## config.mk

```make
export PLATFORM = sky130hd
export DESIGN_NAME = control_unit
export DESIGN_NICKNAME = d
export VERILOG_FILES = /design/src/rtl/control_unit.sv
export SDC_FILE = /design/constraint.sdc
export NUM_CORES = 1
export LEC_CHECK = 0
export ABC_AREA = 0
export BUFFER_PORTS_ARGS = -buffer_cell sky130_fd_sc_hd__buf_2
export CORE_ASPECT_RATIO = 1.2
export CORE_MARGIN = 2
export CORE_UTILIZATION = 55
export DETAILED_ROUTE_END_ITERATION = 16
export GPL_TIMING_DRIVEN = 0
export PLACE_DENSITY = 0.93
export SLEW_MARGIN = 20
export SYNTH_ARGS = -nofsm -noshare
export SYNTH_HDL_FRONTEND = slang
export SYNTH_SLANG_ARGS = --single-unit
```

## constraint.sdc

```tcl
create_clock -name clk -period 4.6 [get_ports clk]
set_input_delay 0.46 -clock clk [delete_from_list [all_inputs] [get_ports clk]]
set_output_delay 0.46 -clock clk [all_outputs]
set_load 0.02 [all_outputs]
```

## src/rtl/control_unit.sv

```systemverilog
// Instruction sequencer: fetches from a 1-cycle-latency ROM, decodes, and drives the
// datapath control/immediate ports for one EXEC cycle per instruction.
module control_unit #(
  parameter int unsigned PC_W    = 8,
  parameter int unsigned INSTR_W = 28
) (
  input  logic               clk,
  input  logic               rst,
  input  logic               start,
  output logic [PC_W-1:0]    instr_addr,
  input  logic [INSTR_W-1:0] instr_data,
  input  logic [7:0]         r15_in,
  output logic               writeEnable,
  output logic               writeSourceSelect,
  output logic               muxASelect,
  output logic               muxBSelect,
  output logic [7:0]         extInputData,
  output logic [3:0]         destAddress,
  output logic [3:0]         aAddress,
  output logic [3:0]         bAddress,
  output logic [3:0]         aluOpCode,
  output logic               busy,
  output logic               halted,
  output logic               illegal_op
);

  typedef enum logic [2:0] {StIdle, StFetch, StDecode, StExec, StWait, StHalt} stateT;

  localparam logic [3:0] ClsNop   = 4'd0;
  localparam logic [3:0] ClsAluRR = 4'd1;
  localparam logic [3:0] ClsAluRI = 4'd2;
  localparam logic [3:0] ClsAluIR = 4'd3;
  localparam logic [3:0] ClsLoadI = 4'd4;
  localparam logic [3:0] ClsJmp   = 4'd5;
  localparam logic [3:0] ClsJz15  = 4'd6;
  localparam logic [3:0] ClsWait  = 4'd7;
  localparam logic [3:0] ClsHalt  = 4'd8;

  stateT             state;
  logic [PC_W-1:0]   pc;
  logic [INSTR_W-1:0] ir;
  logic [7:0]        waitCnt;
  logic              illegalOp;

  logic [3:0]      irClass, irOp, irDest, irA, irB;
  logic [7:0]      irImm;
  logic [PC_W-1:0] pcInc, immPc;

  assign irClass = ir[27:24];
  assign irOp    = ir[23:20];
  assign irDest  = ir[19:16];
  assign irA     = ir[15:12];
  assign irB     = ir[11:8];
  assign irImm   = ir[7:0];
  assign pcInc   = pc + PC_W'(1);
  // Jump targets are truncated (or zero-extended) to the PC width.
  assign immPc   = PC_W'(irImm);

  always_ff @(posedge clk) begin
    if (rst) begin
      state     <= StIdle;
      pc        <= '0;
      ir        <= '0;
      waitCnt   <= '0;
      illegalOp <= 1'b0;
    end else begin
      case (state)
        StIdle, StHalt: begin
          if (start) begin
            pc    <= '0;
            state <= StFetch;
          end
        end
        StFetch:  state <= StDecode;
        StDecode: begin
          ir    <= instr_data;
          state <= StExec;
        end
        StExec: begin
          state <= StFetch;
          pc    <= pcInc;
          case (irClass)
            ClsNop, ClsAluRR, ClsAluRI, ClsAluIR, ClsLoadI: ;
            ClsJmp:  pc <= immPc;
            ClsJz15: if (r15_in == 8'd0) pc <= immPc;
            ClsWait: begin
              if (irImm != 8'd0) begin
                state   <= StWait;
                waitCnt <= irImm;
              end
            end
            ClsHalt: state <= StHalt;
            default: illegalOp <= 1'b1;
          endcase
        end
        StWait: begin
          waitCnt <= waitCnt - 8'd1;
          if (waitCnt <= 8'd1) state <= StFetch;
        end
        default: state <= StIdle;
      endcase
    end
  end

  // Controls derive only from registered state/IR, so they are glitch-free single-cycle pulses.
  always_comb begin
    writeEnable       = 1'b0;
    writeSourceSelect = 1'b0;
    muxASelect        = 1'b0;
    muxBSelect        = 1'b0;
    extInputData      = 8'd0;
    destAddress       = 4'd0;
    aAddress          = 4'd0;
    bAddress          = 4'd0;
    aluOpCode         = 4'd0;
    if (state == StExec) begin
      extInputData = irImm;
      destAddress  = irDest;
      aAddress     = irA;
      bAddress     = irB;
      aluOpCode    = irOp;
      case (irClass)
        ClsAluRR: writeEnable = 1'b1;
        ClsAluRI: begin
          writeEnable = 1'b1;
          muxBSelect  = 1'b1;
        end
        ClsAluIR: begin
          writeEnable = 1'b1;
          muxASelect  = 1'b1;
        end
        ClsLoadI: begin
          writeEnable       = 1'b1;
          writeSourceSelect = 1'b1;
        end
        default: ;
      endcase
    end
  end

  assign instr_addr = pc;
  assign busy       = (state == StFetch) || (state == StDecode) || (state == StExec) ||
                      (state == StWait);
  assign halted     = (state == StHalt);
  assign illegal_op = illegalOp;

endmodule

```

After elaboration in Yosys (flattened, before gate mapping)
Cells that the tools add are included.

word-level totals
  bits in registers = 48
  bits of input ports = 39
  word-level logic and storage cells = 67

operators by class
  muxes and demuxes = 25
  equality and inequality tests = 17
  reduce and logical (&&, ||, !) cells = 16
  $lt $le $gt $ge = 1
  $add $sub $neg = 2
  bitwise logic cells = 1

operators with widths
  operator               count
  $pmux W8 S2            3
  $mux W8                5
  $eq A4 B3 Y1 const B   4
  $mux W4                4
  $pmux W3 S5            1
  $mux W3                3
  $reduce_or A9 Y1       1
  $add A8 B1 Y8 const B  1
  $eq A4 B2 Y1 const B   2
  $le A8 B1 Y1 const B   1
  $logic_not A8 Y1       1
  $mux W1                8
  $reduce_bool A8 Y1     1
  $sub A8 B1 Y8 const B  1
  $eq A3 B2 Y1 const B   2
  $eq A3 B3 Y1 const B   2
  $ne A2 B2 Y1 const B   3
  $pmux W3 S2            1
  $reduce_and A2 Y1      3
  $eq A4 B1 Y1 const B   1
  $eq A4 B4 Y1 const B   1
  $logic_not A4 Y1       1
  $reduce_bool A2 Y1     2
  $reduce_or A4 Y1       1
  7 further kinds        9

Logic depth before layout (Yosys ltp)
  depth after elaboration = 4
  depth in mapped cells = 7

Worst setup path after synthesis
Ideal clock, no wire load.

  kind = flip-flop to output port
  start point = reg state[1]
  end point = out writeEnable
  cell stages (with the launch flop) = 4
  arrival time = 1493 ps
  setup slack = 2647 ps
  cell sequence = dfxtp_1 buf_2 nand3b_1 nor4b_1

on the way
  cells in the longest elaborated chain, start to end = 2

RTL lines
  element                   RTL line  RTL
  start: declaration        39        stateT state;
  start signal: assignment  61        state <= StIdle;
  start signal: assignment  71        state <= StFetch;
  start signal: assignment  74        StFetch: state <= StDecode;
  $eq A3 B2 Y1              116       if (state == StExec) begin
  $mux W1                   116
  end: declaration          13        output logic writeEnable,

No other way between the ends.

Final worst setup path
  start point = reg state[1]
  end point = out bAddress[0]

on the way
  cells in the longest elaborated chain, start to end = 2

RTL lines
  element           RTL line  RTL
  $eq A3 B2 Y1      116
  $mux W4           116
  end: declaration  20        output logic [3:0] bAddress,

No other way between the ends.

==> impl_metrics.toml <==
[sta]
fmax_ghz = 0.393
fin_crit_ns = 2.54
grt_setup_unrepaired = "no"
finalSetupViolations = 0
drv_slew = 0
slew_headroom_pct = 57.3
fin_worst_skew_ns = 0.0118
hold_slack_ns = 0.378
hold_viol = 0
finalWorstSetupSlack_ns = 2.06
tightest_slew_ns = 0.637
tns_ns = 0
period_share_pct = 55.3

[placed_design]
gp_congestion = 0.906
place_ws_ns = 2.43
io_buffers = 77
dp_hpwl_um = 4950
dp_cells = 457

[synth]
synth.top_cell.area_share_pct = 38.5
synth_commonest_cells = "69 x nand2_1, 48 x dfxtp_1, 42 x a21oi_1"
synthFlopType = "dfxtp_1"
async_flop_share_pct = 0
syn_inst = 324
ys_seq_elements = 48
synth-edff-count = 0
yosys-top-cells-area = "dfxtp_1 38%, nand2_1 10%, a21oi_1 8.4%"
seq_area_frac_synth_pct = 38.5
syn_avg_cell_area_um2 = 7.71
post-synth-top-area-cell = "dfxtp_1"
synth_nets = 366
ys_types = 52
yosys.cell_count.top_type = "nand2_1"
yosysWarnings = 0
syn_area_mm2 = 0.00250

[worst_setup_path]
cp_num_buf_inv = 4
reg2reg_slack_ns = 2.65
critPathKind = "flip-flop to output port"
r2r_start = "state[1]"
cpPeakStageDelay_ns = 0.35
critPathTopFamily = "buffers and inverters"
path_cells = "buf_2 > and3b_1 > clkbuf_1 > clkbuf_1 > and2_1 > buf_2"
crit_fanout = 10
cp-start-kind = "flip-flop"
cp_data_arrival_time_ns = 2.08
timing.rr.end = "waitCnt[0]"
crit_start = "state[1]"
worstPathRequired_ns = 4.14
end_kind = "output port"
critPathSlowestCell = "clkbuf_1"
reg2regPathDepth = 6

[layout]
antennaDiodeCount = 0
drive_above_1_share_pct = 25.9
instances_no_fill = 465
nFillCells = 359
syn2layout_area_growth_pct = 22.0
fin_nets = 450

[route]
antenna_left = 0
drcViolationCount = 0
post_drt_via_cell_ratio = 5.57
num_vias = 2592
wl_per_cell_um = 14.1
wirelength_um = 6550
drt_iter0_drc = 163
drt_pass1_iterations = 5

[clock_network]
cts_setup_buffers = 0
cts_buffer_depth = 2
insertion_delay_ns = 0.31
cts_tree = "built"
clockRootBuffer = "clkbuf_8"
htree_num_levels = 2
cts_buffers = 5
clkSinkCount = 48
path_clk_slew_ns = 0.10
hold_buffers = 0
ctsResizeCount = 0

[die]
die_x_um = 65.5
dieArea_mm2 = 0.00510
io_pins = 78
die_h_um = 77.8
core_mm2 = 0.00433
start_util_pct = 57.7
std_cell_rows = 26

[power]
power_mw = 0.848
vdd_ir_drop_max_uv = 229
cellPowerDensity_mw_per_mm2 = 278
p_leak_nw = 1.25

[worst_hold_path]
hold_path_depth = 3
hold_path_startpoint = "instr_data[7]"
hp-class = "primary input to flip-flop"
worstHoldEndpoint = "ir[7]"

[global_route]
grt.overflow.total = 0
grt_pass1_vias = 2582
grt_use_total_pct = 28.1
grt_pass1_wl_um = 11200
antenna_found_initial = 0
grt_max_degree = 15

[job]
max-cap-violations = 0

[outcome]
status = "finished, final reports clean"
[cells by family (layout without fill, tap and decap cells)]
family | after synthesis | after routing | share of synthesized area [%]
muxes | 2 | 2 | 0.852
AOI/OAI and AO/OA | 73 | 73 | 17.9
xor gates and xnor gates | 3 | 3 | 1.05
and+or+nand+nor | 168 | 168 | 35.0
DFF | 48 | 48 | 38.5
adders and majority gates | 3 | 3 | 1.50
buffers and inverters | 27 | 112 | 5.21
[worst min-delay path: stages]
cell and delay (ns):
buf_2 0.10, nand2_1 0.04, a21oi_1 0.05
[per-layer routing]
metal  vias up  GRT usage (%)  wire length, um
met3        13           7.10              514
met2       103           49.3             3370
li1       1290              -                -
met4         0           11.5              148
met5         -              0                0
met1      1186           31.8             2510
[registers in the layout (all words and copies together), names as in the netlist]
signal and cells:
waitCnt 8, ir 28, instr_addr 8, illegal_op 1, state 3
[per-stage QoR]
| step | utilization (%) | cell area [um2] |
|---|---|---|
| 2_1_floorplan | - | 2500 |
| 3_3_place_gp | 68.2 | 2950 |
| 3_5_place_dp | 68.2 | 2950 |
| 4_1_cts | 70.4 | 3050 |
| 5_1_grt | 70.4 | 3050 |
| 6_report | 70.4 | 3050 |
[power by group]
part	internal, mW	switching [mW]	leakage, nW
clock network	0.122	0.145	0.0445
registers	0.435	0.0141	0.389
logic	0.0501	0.0813	0.814
total	0.607	0.241	1.25
[cell type report]
class	instances	area (um2)	area share [%]
Multi-Input combinational cell	249	1410	46.2
Sequential cell	48	961	31.5
Timing Repair Buffer	77	385	12.6
Buffer	22	111	3.66
Clock buffer	7	86.3	2.83
Tap cell	56	70.1	2.30
Inverter	5	18.8	0.616
Clock inverter	1	7.51	0.246
[worst max-delay path by stage]
stage	slack, ns	end	cells past startpoint
after floorplan	2.65	writeEnable	3
after global placement	2.44	bAddress[0]	6
after detailed placement	2.43	bAddress[0]	6
after CTS	2.06	bAddress[0]	6
after global routing	1.91	extInputData[1]	6
final	2.06	bAddress[0]	6
[placed cells by master, fill, tap and decap left out, drive strengths merged, types with 3 or more instances in the layout]
cell	instances
buf	87
nand2	69
dfxtp	48
a21oi	43
and2	24
nor2	21
clkbuf	19
o21ai	12
nor3	10
nor4	6
nand3	6
or4	6
inv	5
o31ai	5
nand3b	4
nor3b	4
a31oi	3
a221oi	3
ha	3
Note: power is estimated with default switching activity, not from simulation.
